**src/rtl/instr_fetch_unit.sv**
```systemverilog
// rtl/instr_fetch_unit.sv - instruction fetch stage with 2-entry {pc, instr} buffer
//
// Issues one outstanding word read at a time to instruction memory and queues
// returned words in order toward decode. A redirect flushes queued words and
// marks any in-flight response for discard.

module instr_fetch_unit #(
  parameter int                   WORD_SIZE  = 32,
  parameter logic [WORD_SIZE-1:0] RESET_PC   = 32'h0000_0040,
  parameter int                   FIFO_DEPTH = 2
) (
  input  logic                 clk,
  input  logic                 reset_n,
  output logic                 imem_req,
  output logic [WORD_SIZE-1:0] imem_addr,
  input  logic                 imem_ack,
  input  logic                 imem_rvalid,
  input  logic [WORD_SIZE-1:0] imem_rdata,
  input  logic                 redirect_valid,
  input  logic [WORD_SIZE-1:0] redirect_pc,
  output logic                 instr_valid,
  input  logic                 instr_ready,
  output logic [WORD_SIZE-1:0] instruction,
  output logic [WORD_SIZE-1:0] instr_pc,
  output logic [WORD_SIZE-1:0] instr_pc_plus4
);

  typedef enum logic [1:0] {
    S_IDLE = 2'd0,
    S_REQ  = 2'd1,
    S_WAIT = 2'd2
  } state_t;

  // Buffer is exactly two entries; pointers are single bits.
  localparam logic [1:0] DEPTH = 2'(FIFO_DEPTH);

  state_t               state;
  logic [WORD_SIZE-1:0] fetch_pc;
  logic [WORD_SIZE-1:0] tag_pc;
  logic                 drop;

  logic [WORD_SIZE-1:0] fifo_pc    [2];
  logic [WORD_SIZE-1:0] fifo_instr [2];
  logic                 rd_ptr;
  logic                 wr_ptr;
  logic [1:0]           count;

  logic                 push;
  logic                 pop;
  logic [1:0]           count_after;
  logic                 credit_after;

  assign imem_addr      = fetch_pc;
  assign instr_valid    = (count != 2'd0);
  assign instruction    = instr_valid ? fifo_instr[rd_ptr] : '0;
  assign instr_pc       = instr_valid ? fifo_pc[rd_ptr] : '0;
  assign instr_pc_plus4 = instr_pc + WORD_SIZE'(4);

  // Occupancy after this cycle's push/pop; credit is evaluated with no read outstanding
  always_comb begin
    push         = (state == S_WAIT) && imem_rvalid && !drop && !redirect_valid;
    pop          = instr_valid && instr_ready && !redirect_valid;
    count_after  = count;
    if (push && !pop) begin
      count_after = count + 2'd1;
    end else if (!push && pop) begin
      count_after = count - 2'd1;
    end
    credit_after = (count_after < DEPTH);
  end

  // Fetch FSM: request sequencing, PC advance and redirect/drop handling
  always_ff @(posedge clk) begin
    if (!reset_n) begin
      state    <= S_IDLE;
      imem_req <= 1'b0;
      fetch_pc <= RESET_PC;
      tag_pc   <= '0;
      drop     <= 1'b0;
    end else if (redirect_valid) begin
      fetch_pc <= {redirect_pc[WORD_SIZE-1:2], 2'b00};
      case (state)
        S_REQ: begin
          if (imem_ack) begin
            // The read already left; its response must be thrown away
            tag_pc   <= fetch_pc;
            drop     <= 1'b1;
            state    <= S_WAIT;
            imem_req <= 1'b0;
          end else begin
            state    <= S_REQ;
            imem_req <= 1'b1;
          end
        end
        S_WAIT: begin
          if (imem_rvalid) begin
            drop     <= 1'b0;
            state    <= S_REQ;
            imem_req <= 1'b1;
          end else begin
            drop     <= 1'b1;
            state    <= S_WAIT;
            imem_req <= 1'b0;
          end
        end
        default: begin
          state    <= S_REQ;
          imem_req <= 1'b1;
        end
      endcase
    end else begin
      case (state)
        S_IDLE: begin
          if (credit_after) begin
            state    <= S_REQ;
            imem_req <= 1'b1;
          end
        end
        S_REQ: begin
          if (imem_ack) begin
            tag_pc   <= fetch_pc;
            fetch_pc <= fetch_pc + WORD_SIZE'(4);
            state    <= S_WAIT;
            imem_req <= 1'b0;
          end
        end
        S_WAIT: begin
          if (imem_rvalid) begin
            drop <= 1'b0;
            if (credit_after) begin
              state    <= S_REQ;
              imem_req <= 1'b1;
            end else begin
              state    <= S_IDLE;
              imem_req <= 1'b0;
            end
          end
        end
        default: begin
          state    <= S_IDLE;
          imem_req <= 1'b0;
        end
      endcase
    end
  end

  // In-order fetch buffer; redirect empties it and overrides any pop
  always_ff @(posedge clk) begin
    if (!reset_n) begin
      rd_ptr <= 1'b0;
      wr_ptr <= 1'b0;
      count  <= 2'd0;
    end else if (redirect_valid) begin
      rd_ptr <= 1'b0;
      wr_ptr <= 1'b0;
      count  <= 2'd0;
    end else begin
      if (push) begin
        fifo_pc[wr_ptr]    <= tag_pc;
        fifo_instr[wr_ptr] <= imem_rdata;
        wr_ptr             <= ~wr_ptr;
      end
      if (pop) begin
        rd_ptr <= ~rd_ptr;
      end
      count <= count_after;
    end
  end

`ifndef SYNTHESIS
  // Read data may only return while a read is outstanding
  always @(posedge clk) begin
    if (reset_n && imem_rvalid) begin
      assert (state == S_WAIT);
    end
  end
`endif

endmodule

```
**config.mk**
```make
export PLATFORM = sky130hd
export DESIGN_NAME = instr_fetch_unit
export DESIGN_NICKNAME = d
export VERILOG_FILES = /design/src/rtl/instr_fetch_unit.sv
export SDC_FILE = /design/constraint.sdc
export NUM_CORES = 1
export LEC_CHECK = 0
export BUFFER_PORTS_ARGS = -buffer_cell sky130_fd_sc_hd__buf_2
export CAP_MARGIN = 10
export CORE_MARGIN = 2
export CORE_UTILIZATION = 25
export DETAILED_ROUTE_END_ITERATION = 8
export GPL_ROUTABILITY_DRIVEN = 0
export SYNTH_ARGS = -nofsm -noshare
export SYNTH_HDL_FRONTEND = slang
export SYNTH_SLANG_ARGS = --single-unit
export TNS_END_PERCENT = 5
```
**constraint.sdc**
```tcl
create_clock -name clk -period 9.22 [get_ports clk]
set_input_delay 0.922 -clock clk [delete_from_list [all_inputs] [get_ports clk]]
set_output_delay 0.922 -clock clk [all_outputs]
set_load 0.05 [all_outputs]
```
==> flow_summary.rst <==
.. list-table::
   :header-rows: 1

   * - Metric
     - Value
   * - Outcome
     - finished, final reports clean
   * - Beginning of the worst hold path
     - tag_pc[16]
   * - Fraction of layout instances using a drive strength above 1
     - 0.2556
   * - Unique masters post-synth
     - 60
   * - List of most frequent post-synthesis cells
     - edfxtp_1 (124), nand2_1 (100), nor2_1 (89)
   * - Die height
     - 192.3 µm
   * - Initial Utilization
     - 0.2554
   * - Hold Crit Endpoint
     - fifo_pc[1][16]
   * - CP max FO
     - 58
   * - Share of the synthesized area in the top cell type
     - 0.4200
   * - Total I/O pin count
     - 200
   * - Cells taking the most area after synthesis
     - edfxtp_1 (42%), dfxtp_1 (16%), mux2i_1 (7.0%)
   * - All-Layer GR Usage
     - 0.1269
   * - Largest net degree at the start of global routing
     - 73
   * - Unrepaired setup endpoints after global routing
     - false
   * - Setup violators final
     - 0
   * - Synthesis warning total
     - 0
   * - Via density per instance
     - between 4 and 5
   * - Number of cells on the worst reg-to-reg path
     - 11
   * - Clock period minus final worst setup slack
     - between 5 and 6 ns
   * - Post CTS Setup Buffer Count
     - 0
   * - Die X-Extent
     - approximately 190 µm
   * - Diodes inserted
     - 0
   * - Power density over the cells
     - ~170 mW/mm²
   * - Placed Instance Area
     - 0.01024 mm²
   * - Syn avg cell area
     - 11.14 µm²
   * - Nets@finish
     - ~1000
   * - Number of hold violations in the final report
     - 0
   * - Internal reg-to-reg setup slack
     - 5.89 ns
   * - Async set-or-reset flop fraction in the synthesized netlist
     - 0
   * - Port Buf Inserts
     - 191
   * - Half-perimeter wire length of the detailed placement result
     - between 15 and 20 mm
   * - Std-Cell Core Area
     - 0.03471 mm²
   * - Arrival time of data at the critical path endpoint
     - 4.79 ns
   * - Number of clock buffers inserted by TritonCTS
     - 17
   * - Max Root-Sink Buffers
     - 2
   * - Fin crit share
     - 0.6198
   * - Setup slack after layout
     - 3.505 ns
   * - Post-cts gate resize count
     - 0
   * - Wire length of the first global-routing pass
     - 35.53 mm
   * - Clock edge transition at the registers on the reported setup and hold paths
     - 0.07 ns
   * - Via count of the first global-routing pass
     - 6135
   * - Root buf cell
     - clkbuf_16
   * - Worst slack after detailed placement
     - about 4 ns
   * - Primary FF master, synth
     - edfxtp_1
   * - Peak VDD IR
     - between 0.0001 and 0.00015 V
   * - Number of flops mapped to enable cells by yosys
     - 124
   * - Critical path start-end classification
     - flip-flop to primary output
   * - Synth Register Bits
     - 193
   * - Iteration count of the initial detailed-routing pass
     - 7
   * - Layout Skew
     - 0.01391 ns
   * - Violation count after the first detailed-routing iteration
     - 410
   * - Die area
     - 0.03699 mm²
   * - Layout-stage area growth over the synthesis result
     - 21.89%
   * - Detail-routed net length per standard cell
     - 16.39 µm
   * - Source-to-sink clock delay at the later pin of the worst-skew pair
     - 0.44 ns
   * - Final sum of negative setup slack
     - 0 ns
   * - Total wirelength of the detailed-routed design
     - 23.55 mm
   * - Proportion of synthesized chip area in sequential cells
     - 0.5758
   * - Number of clock sinks
     - 193
   * - Number of max-cap violations
     - 0
   * - Count of mapped cells out of synthesis
     - about 800
   * - Worst path required time
     - 8.30 ns
   * - Number of antenna violations at the first check in global routing
     - 0
   * - H-tree levels
     - 4
   * - Type of origin of the critical path
     - flip-flop
   * - Number of hold buffers added after CTS
     - 0
   * - Cell with the most instances after synthesis
     - edfxtp_1
   * - Number of standard-cell rows in the floorplan
     - 68
   * - Count of antenna-violating nets left after detailed routing
     - 0
   * - Number of design rule violations left after detail routing
     - 0
   * - Cell area after technology mapping
     - 0.008866 mm²
   * - Leak
     - ~4.0 nW
   * - Detailed-route via count
     - 6510
   * - Clock tree from TritonCTS
     - built
   * - R2r startpoint
     - count[0]
   * - Capture point of the worst reg-to-reg path
     - state[0]
   * - Class of the tightest hold or removal check
     - flip-flop to flip-flop
   * - Worst-case headroom to the max-slew limit
     - 0.2186
   * - Post-Layout Inst Area
     - approximately 0.011 mm²
   * - Maximum achievable frequency
     - 0.1750 GHz
   * - Instance count along the most critical hold path
     - 0
   * - Critical Path End Type
     - primary output
   * - Library cell with the largest summed area after synthesis
     - edfxtp_1
   * - Worst Tran Pin Value
     - 1.169 ns
   * - Total congestion overflow after global routing
     - 0
   * - Max-slew violations
     - 0
-- flip-flops by register name, indices dropped and copies added (netlist names), named ones only --
name,cells
count,2
state,2
tag_pc,30
imem_req,1
drop,1
rd_ptr,1
fifo_pc,60
imem_addr,30
fifo_instr,64
wr_ptr,1
-- logic make-up (layout without fill, tap and decap cells) --
family,after synthesis,count (layout),synth area share
buf+inv,65,246,0.03330
flops,193,193,0.5758
simple gates,311,311,0.1747
fa+ha+maj,9,9,0.01270
xor+xnor,49,49,0.04841
other cells,1,6,0.0004230
compound gates,105,105,0.08341
mux,63,63,0.07127
-- placed cells by master (no fill, tap or decap), types with 3 or more instances in the layout --
cell type | Yosys | layout
buf_2 | 8 | 191
edfxtp_1 | 124 | 124
nand2_1 | 100 | 100
nor2_1 | 89 | 88
dfxtp_1 | 69 | 68
mux2i_1 | 62 | 62
nand3_1 | 31 | 31
a21boi_0 | 30 | 30
xor2_1 | 27 | 27
o21ai_0 | 25 | 25
xnor2_1 | 22 | 22
nand4_1 | 17 | 17
clkbuf_16 | 0 | 17
inv_1 | 16 | 16
a21oi_1 | 16 | 16
nand3b_1 | 13 | 13
a211oi_1 | 13 | 13
and2_1 | 8 | 8
ha_1 | 9 | 8
nor3_1 | 7 | 7
nor4_1 | 7 | 7
inv_6 | 0 | 7
nor3b_1 | 6 | 6
conb_1 | 1 | 6
buf_4 | 7 | 6
nor2b_1 | 5 | 5
and3_1 | 5 | 4
nand2b_1 | 3 | 3
o211a_1 | 3 | 3
inv_8 | 0 | 3
clkinv_2 | 0 | 3
-- layout make-up --
class                   instances  area, µm²
fillers                      3572      23910
flip-flops and latches        193       5109
multi-input cells             543       3496
repair buffers                197       1001
well taps                     455      569.3
clock buffers                  17      425.4
clock inverters                15      142.6
inverters                      17      63.81
-- critical path, stage by stage (launching register included) --
cell and delay [ns]:
dfxtp_4 0.63, buf_4 0.75, mux2i_1 0.24, or2_2 0.34, inv_1 0.08, ha_1 0.15
inv_1 0.10, a211oi_1 0.50, nand4_2 0.55, nor4_1 0.43, xnor2_1 0.19, buf_2 0.30
-- layer usage --
metal	vias to the layer above	global-route usage	wire, µm
met5	-	0	0
met1	3063	0.1829	11610
li1	3185	-	-
met2	241	0.1886	9968
met4	0	0.03553	287
met3	21	0.03037	1681
-- metrics by stage --
step	utilization	power (mW)	hold WS, ns	std cells
after detailed placement	0.2949	1.116	0.4448	1405
after global routing	0.3113	1.894	0.4788	1437
after floorplan	-	1.069	0.4254	801
final	0.3113	1.813	0.4583	1437
after CTS	0.3113	1.838	0.4610	1437
after global placement	0.2949	1.113	0.4363	1405
-- where the power goes --
part,internal [mW],leakage (nW),switching (mW)
clock network,0.360,0.285,0.356
logic,0.0426,2.11,0.0960
registers,0.935,1.61,0.0234
-- worst max-delay path by stage --
stage	start	endpoint	slack (ns)	depth (start not counted)
floorplan	count[0]	instr_pc_plus4[16]	3.99	14
global placement	flip-flop	instr_pc_plus4[16]	4.06	11
detailed placement	flip-flop	instr_pc_plus4[16]	3.99	11
CTS	flip-flop	instr_pc_plus4[16]	3.50	11
global route	flip-flop	instr_pc_plus4[30]	3.22	11
finish	flip-flop	instr_pc_plus4[30]	3.51	11
Power figures use the tool's default switching activity.
